**config.mk**
```make
export PLATFORM = sky130hd
export DESIGN_NAME = fetch_redirect_unit
export DESIGN_NICKNAME = d
export VERILOG_FILES = /design/src/rtl/fetch_redirect_unit.sv
export SDC_FILE = /design/constraint.sdc
export NUM_CORES = 1
export LEC_CHECK = 0
export CORE_MARGIN = 3
export CORE_UTILIZATION = 49
export DETAILED_ROUTE_END_ITERATION = 8
export GPL_ROUTABILITY_DRIVEN = 0
export GPL_TIMING_DRIVEN = 0
export PLACE_DENSITY = 0.81
export SYNTH_ARGS = -nofsm -noshare
export SYNTH_HDL_FRONTEND = slang
export SYNTH_SLANG_ARGS = --single-unit
```
**constraint.sdc**
```tcl
create_clock -name clk -period 3.3 [get_ports clk]
set_clock_uncertainty 0.05 [all_clocks]
set_input_delay 0.66 -clock clk [delete_from_list [all_inputs] [get_ports clk]]
set_output_delay 0.66 -clock clk [all_outputs]
set_load 0.05 [all_outputs]
```
**src/rtl/fetch_redirect_unit.sv**
```systemverilog
// ---------------------------------------------------------------------------
// fetch_redirect_unit
//
// Fetch-stage PC register plus the IF/ID pipeline register of a classic
// five-stage pipeline. Branches and jumps are resolved in decode. They
// redirect fetch with a single cycle of latency, and the one wrong-path
// instruction fetched meanwhile is squashed to a bubble.
//
// Ports
//   clk            : sole clock, rising-edge
//   rst_n          : asynchronous assert, active-low reset
//   stall_f        : hold the fetch PC (decode drains to a bubble)
//   stall_d        : hold the IF/ID register (and the fetch PC)
//   pc_src_d       : branch taken, from the decode-stage comparison
//   jump_d         : J/JAL decoded in decode
//   branch_imm_d   : sign-extended branch offset, in words
//   instr_f        : instruction word at pc_f (combinational memory read)
//   pc_f           : current fetch PC
//   instr_d        : IF/ID instruction
//   pc_plus4_d     : IF/ID PC+4
//   valid_d        : IF/ID holds a real instruction (0 = bubble)
//   redirect_count : saturating count of accepted redirects
// ---------------------------------------------------------------------------
module fetch_redirect_unit #(
    parameter logic [31:0] RESET_PC = 32'h0000_0000
) (
    input  logic        clk,
    input  logic        rst_n,
    input  logic        stall_f,
    input  logic        stall_d,
    input  logic        pc_src_d,
    input  logic        jump_d,
    input  logic [31:0] branch_imm_d,
    input  logic [31:0] instr_f,
    output logic [31:0] pc_f,
    output logic [31:0] instr_d,
    output logic [31:0] pc_plus4_d,
    output logic        valid_d,
    output logic [15:0] redirect_count
);

    logic [31:0] pc_q, pc_d;
    logic [31:0] instr_d_q, instr_d_d;
    logic [31:0] pc_plus4_d_q, pc_plus4_d_d;
    logic        valid_d_q, valid_d_d;
    logic [15:0] redirect_count_q, redirect_count_d;

    logic        redirect_ok;
    logic        take_jump;
    logic        take_branch;
    logic        take_redirect;
    logic [31:0] pc_plus4_f;
    logic [31:0] branch_target;
    logic [31:0] jump_target;
    logic [31:0] next_pc;

    // A bubble in decode, or a decode stage that is frozen, cannot steer fetch.
    assign redirect_ok   = valid_d_q & ~stall_d;
    // A jump wins over a simultaneous branch and is counted once.
    assign take_jump     = jump_d & redirect_ok;
    assign take_branch   = pc_src_d & redirect_ok & ~jump_d;
    assign take_redirect = take_jump | take_branch;

    assign pc_plus4_f    = pc_q + 32'd4;
    // Word offset scaled to bytes; carry out of bit 31 is simply dropped.
    assign branch_target = pc_plus4_d_q + {branch_imm_d[29:0], 2'b00};
    assign jump_target   = {pc_plus4_d_q[31:28], instr_d_q[25:0], 2'b00};

    always_comb begin
        next_pc = pc_plus4_f;
        if (take_jump) begin
            next_pc = jump_target;
        end else if (take_branch) begin
            next_pc = branch_target;
        end
    end

    always_comb begin
        pc_d             = pc_q;
        instr_d_d        = instr_d_q;
        pc_plus4_d_d     = pc_plus4_d_q;
        valid_d_d        = valid_d_q;
        redirect_count_d = redirect_count_q;

        if (!stall_f && !stall_d) begin
            pc_d = next_pc;
        end

        if (!stall_d) begin
            if (take_redirect || stall_f) begin
                // Squash the wrong-path fetch, or drain decode while fetch waits.
                instr_d_d    = 32'h0000_0000;
                pc_plus4_d_d = 32'h0000_0000;
                valid_d_d    = 1'b0;
            end else begin
                instr_d_d    = instr_f;
                pc_plus4_d_d = pc_plus4_f;
                valid_d_d    = 1'b1;
            end
        end

        if (take_redirect && (redirect_count_q != 16'hFFFF)) begin
            redirect_count_d = redirect_count_q + 16'd1;
        end
    end

    always_ff @(posedge clk or negedge rst_n) begin
        if (!rst_n) begin
            pc_q             <= RESET_PC;
            instr_d_q        <= 32'h0000_0000;
            pc_plus4_d_q     <= 32'h0000_0000;
            valid_d_q        <= 1'b0;
            redirect_count_q <= 16'h0000;
        end else begin
            pc_q             <= pc_d;
            instr_d_q        <= instr_d_d;
            pc_plus4_d_q     <= pc_plus4_d_d;
            valid_d_q        <= valid_d_d;
            redirect_count_q <= redirect_count_d;
        end
    end

    assign pc_f           = pc_q;
    assign instr_d        = instr_d_q;
    assign pc_plus4_d     = pc_plus4_d_q;
    assign valid_d        = valid_d_q;
    assign redirect_count = redirect_count_q;

endmodule

```
==> results of run 1 <==
## layer usage
metal / global-route usage / vias to the layer above / routed length [µm]
met2: 0.463 / 448 / 10100
li1: - / 3015 / -
met4: 0.127 / 0 / 998
met1: 0.397 / 3208 / 8720
met3: 0.100 / 100 / 2530
met5: 0 / - / 0
## metrics by stage
stage	utilization	cell area, µm²	hold WS [ps]
floorplan	-	6650	314
global route	0.720	9310	402
detailed placement	0.672	8680	448
finish	0.720	9310	338
CTS	0.718	9280	365
global placement	0.670	8660	436
## where the power goes
part	total (W)	internal, W	switching [W]
clock	0.00180	0.00120	0.000598
combinational	0.00259	0.000933	0.00165
sequential	0.00195	0.00161	0.000335
## worst max-delay path, stage by stage
cell,delay [ps]
clkdlybuf4s50_1,410
ha_1,230
fa_2,400
a211oi_4,290
o21ai_2,140
a31oi_4,230
o31ai_4,110
a211oi_4,340
o31ai_2,140
o31a_1,280
a2111o_1,290
## worst max-delay path by stage
stage                               start       end  slack [ps]  cells past startpoint
final                     branch_imm_d[0]  pc_f[28]          30                     11
after detailed placement  branch_imm_d[0]  pc_f[28]        -520                     11
after global placement              rst_n  pc_f[24]       -2590                      1
after floorplan           branch_imm_d[0]  pc_f[28]         220                     10
after CTS                 branch_imm_d[0]  pc_f[28]           3                     11
after global routing      branch_imm_d[9]  pc_f[25]        -0.3                     11
## cells by family after synthesis
group / Yosys count
simple gates: 229
compound gates: 229
flops: 113
buf+inv: 43
xor+xnor: 63
fa+ha+maj: 32
mux: 5
## sequential cells by signal (all words and copies together) (netlist names)
signal	flops
instr_d	32
redirect_count	16
valid_d	1
pc_f	32
pc_plus4_d	32
## cell type report
type	instances	area, µm²
buffer	35	140
clock buffer	26	509
clock inverter	5	75.1
fill	935	3620
inverter	8	30.0
multi-input combinational	558	3680
sequential	113	2830
tap	172	215
timing repair buffer	182	1830
## synth_stat cells, types with 2 or more instances
cell type	instances	area (µm²)
and4_1	5	43.8
and2_1	2	12.5
a211o_1	3	26.3
a21oi_1	43	215
dfrtp_1	113	2830
a211oi_1	7	52.6
nand4_1	14	87.6
a32o_1	2	20.0
o211ai_1	5	37.5
xnor2_1	29	254
a221oi_1	6	52.6
o21a_1	2	15.0
a21o_1	13	97.6
a22o_1	43	377
inv_1	8	30.0
mux2i_1	4	40.0
o31ai_1	2	15.0
a31oi_1	4	25.0
a311oi_1	2	17.5
nor3_1	13	65.1
o221ai_1	4	35.0
nand3_1	21	105
nor2b_1	3	18.8
or2_2	4	25.0
and3_1	14	87.6
a31o_2	4	35.0
o22ai_1	3	18.8
nor2_1	37	139
xor2_1	34	298
or3_1	7	43.8
clkbuf_1	32	120
nand2_1	96	360
ha_1	31	388
nand2b_1	7	43.8
o21ai_0	72	360
buf_1	2	7.51
## what timing repair did
action                                 4_1_cts  5_1_grt
setup buffers                                1        0
pin swaps                                    3        2
resized for setup                            2        8
endpoints found under the hold margin        0        0
setup endpoints to repair                    3       11
==> impl_metrics.json, run 1 <==
{
  "status": "complete, no violations",
  "num_rows": 41,
  "grt_max_degree": 74,
  "endpoint_kind": "flip-flop",
  "clock_path_buffers": 2,
  "htreeDepth": 4,
  "fmax_ghz": 0.306,
  "diodes": 0,
  "core_area_um2": 12900,
  "critPathLaunchType": "input pin",
  "finalCritPeriodShare": 0.990,
  "slew_headroom": 0.396,
  "r2r_cells": 10,
  "synth-compound-area-share": 0.235,
  "cap_violations": 0,
  "worstPathMaxFanout": 3,
  "synth_seq_cells": 113,
  "syn_inst": 714,
  "cts_tree": "done",
  "grt_overflow": 0,
  "synth_top_family_by_area": "compound AO/OA/AOI/OAI gates",
  "tightest_slew_ps": 906,
  "cp.required_ps": 3550,
  "drc_errors": 0,
  "p_total_w": 0.00634,
  "drive_above_1_share": 0.0604,
  "dp_slack_ps": -521,
  "drt_pass1_iterations": 6,
  "muxShareOfSynthArea": 0.00772,
  "reg2reg_slack_ps": 290,
  "layout_commonest_cell": "clkdlybuf4s50_1",
  "hpwl_mm": 17.0,
  "initial_utilization": 0.514,
  "die_height_um": 122,
  "setup_slack_ps": 31.8,
  "setup-tns-final_ps": 0,
  "synth_area_um2": 6650,
  "cp_data_arrival_time_ps": 3510,
  "hold_violations": 0,
  "timing.final.crit_period_ps": 3270,
  "antenna_found_initial": 0,
  "p_per_area_nw_per_um2": 681,
  "grt_pass1_vias": 6582,
  "synth_edf_count": 0,
  "ctsHoldBuffers": 0,
  "ant_nets": 0,
  "initialDrtViolationCount": 869,
  "cts_buffers": 17,
  "nNetsFinal": 1017,
  "dieArea_um2": 15000,
  "port-buffer-count": 180,
  "num_io_pins": 183,
  "mostFrequentLayoutCells": "179 x clkdlybuf4s50_1, 113 x dfrtp_1, 96 x nand2_1",
  "setup_violations": 0,
  "synthAdderAreaFrac": 0.0614,
  "crit_type": "in -> reg",
  "synth-seq-area-share": 0.425,
  "synth_fp_nets": 816,
  "synth_xor_area_frac": 0.0830,
  "reg2reg_to": "pc_f[28]",
  "ir_drop_uv": 479,
  "numPlacedInstances": 1067,
  "slew_viol_final": 0,
  "ys.warnings.count": 0,
  "wl_per_cell_um": 20.4,
  "async_reset_ff_frac": 1.00,
  "die_w_um": 122,
  "ctsRootBufferMaster": "clkbuf_16",
  "p_leak_nw": 4.03,
  "grt_pass1_wl_mm": 35.1,
  "r2r-start": "pc_plus4_d[2]",
  "grt_usage": 0.303,
  "clkTransAtPathRegs_ps": 50,
  "clock-sinks": 113,
  "vias_per_cell": 6.16,
  "clkLatencyLatePin_ps": 410,
  "yosys.area_share.simple": 0.162,
  "min_path_type": "in -> async",
  "instances_no_fill": 1099,
  "vias": 6771,
  "synth_ff_type": "dfrtp_1",
  "avgSynthCellArea_um2": 9.31,
  "drt-total-wl_mm": 22.4,
  "ys_types": 59,
  "syn_to_final_growth_pct": 40.0
}
(Power assumes the default switching activity.)
==> run 2, diff against run 1 <==
--- a/config.mk
+++ b/config.mk
@@ -9,7 +9,6 @@
 export CORE_UTILIZATION = 49
 export DETAILED_ROUTE_END_ITERATION = 8
 export GPL_ROUTABILITY_DRIVEN = 0
-export GPL_TIMING_DRIVEN = 0
 export PLACE_DENSITY = 0.81
 export SYNTH_ARGS = -nofsm -noshare
 export SYNTH_HDL_FRONTEND = slang
==> impl_metrics.json, run 2 (same netlist as run 1, synthesis figures left out) <==
{
  "p_leak_nw": 4.13,
  "crit_type": "in -> reg",
  "ant_nets": 0,
  "nNetsFinal": 1017,
  "vias_per_cell": 6.11,
  "clock_path_buffers": 2,
  "post-route-util": 0.726,
  "hpwl_mm": 15.7,
  "die_w_um": 122,
  "ir_drop_uv": 501,
  "timing.final.crit_period_ps": 3160,
  "stdcell_area_um2": 9390,
  "core_area_um2": 12900,
  "finalCritPeriodShare": 0.958,
  "grt_pass1_wl_mm": 34.1,
  "drc_errors": 0,
  "setup_violations": 0,
  "min_path_type": "in -> async",
  "status": "complete, no violations",
  "initialDrtViolationCount": 803,
  "dieArea_um2": 15000,
  "initial_utilization": 0.514,
  "worstPathMaxFanout": 3,
  "num_io_pins": 183,
  "ctsRootBufferMaster": "clkbuf_16",
  "cts_buffers": 17,
  "dp_slack_ps": -328,
  "wl_per_cell_um": 19.7,
  "fmax_ghz": 0.316,
  "whs_ps": 242,
  "port-buffer-count": 180,
  "cp_data_arrival_time_ps": 3390,
  "die_height_um": 122,
  "num_rows": 41,
  "critPathLaunchType": "input pin",
  "postCtsSetupRepairBufs": 0,
  "clkTransAtPathRegs_ps": 50,
  "hold_violations": 0,
  "grt_max_degree": 68,
  "tightest_slew_ps": 1060,
  "grt_pass1_vias": 6444,
  "fill_cells": 907,
  "grt_usage": 0.290,
  "syn_to_final_growth_pct": 41.3,
  "diodes": 0,
  "mostFrequentLayoutCells": "178 x clkdlybuf4s50_1, 113 x dfrtp_1, 96 x nand2_1",
  "endpoint_kind": "flip-flop",
  "layout_commonest_cell": "clkdlybuf4s50_1",
  "setup_slack_ps": 138,
  "drt_pass1_iterations": 7,
  "cap_violations": 0,
  "slew_headroom": 0.290,
  "drive_above_1_share": 0.100,
  "slew_viol_final": 0,
  "clkLatencyLatePin_ps": 410,
  "place_area_um2": 8820,
  "htreeDepth": 4,
  "clock-sinks": 113,
  "vias": 6722,
  "cp.required_ps": 3530,
  "cts_tree": "done",
  "drt-total-wl_mm": 21.7,
  "p_per_area_nw_per_um2": 670,
  "grt_overflow": 0,
  "antenna_found_initial": 0
}
run 2: cell types whose count changed in the layout (fill, tap and decap cells not counted), sizes merged:
cell | before | now
buf | 5 | 39
bufinv | 2 | 1
clkbuf | 59 | 22
clkdlybuf4s50 | 179 | 178
clkinv | 3 | 5
clkinvlp | 0 | 4
run 2: repair_timing:
action                     4_1_cts  5_1_grt
hold buffers                     0        0
gates resized for setup          0        5
setup endpoints to repair        0        9
run 2: power breakdown:
group / switching, W / total (W) / internal [W] / leakage [nW]
logic: 0.00166 / 0.00264 / 0.000982 / 2.39
clock network: 0.000616 / 0.00170 / 0.00108 / 0.268
registers: 0.000335 / 0.00195 / 0.00161 / 1.47
run 2: final timing paths:
kind | slack [ps] | start | depth (start not counted) | end
setup / recovery | 140 | branch_imm_d[0] | 12 | pc_f[30]
setup reg to reg | 410 | pc_plus4_d[11] | 11 | pc_f[25]
hold reg to reg | 460 | redirect_count[15] | 1 | redirect_count[15]
hold / removal | 240 | rst_n | 1 | redirect_count[7]
max in group asynchronous | 2170 | rst_n | 2 | pc_f[14]
min in group clk | 460 | redirect_count[15] | 1 | redirect_count[15]
run 2: layout make-up:
cell class	count	area (µm²)	area share
Multi-Input combinational cell	558	3670	0.391
Clock buffer	22	474	0.0505
Clock inverter	10	85.1	0.00906
Inverter	8	30.0	0.00320
Tap cell	172	215	0.0229
Sequential cell	113	2830	0.301
Timing Repair Buffer	217	2080	0.222
run 2: critical path, stage by stage:
cell and delay (ps):
clkdlybuf4s50_1 400, ha_1 220, fa_1 420, a211oi_2 310, o21ai_2 140, a31oi_4 220
o221ai_1 160, o21ai_1 170, a21oi_1 90, xor2_1 160, a221oi_1 320, nor3_1 100
run 2: metal layers:
layer	GRT usage	wire length, µm	vias up
li1	-	-	3023
met4	0.119	768	0
met1	0.397	8860	3196
met5	0	0	-
met3	0.0710	2190	77
met2	0.443	9840	426
run 2: metrics by stage:
stage                     cells  total power (W)  TNS, ps
final                      1100          0.00629        0
after global routing       1100          0.00657    -61.5
after CTS                  1100          0.00625        0
after detailed placement   1068          0.00453    -3560
after global placement     1068          0.00446    -2550
after floorplan             714          0.00353        0
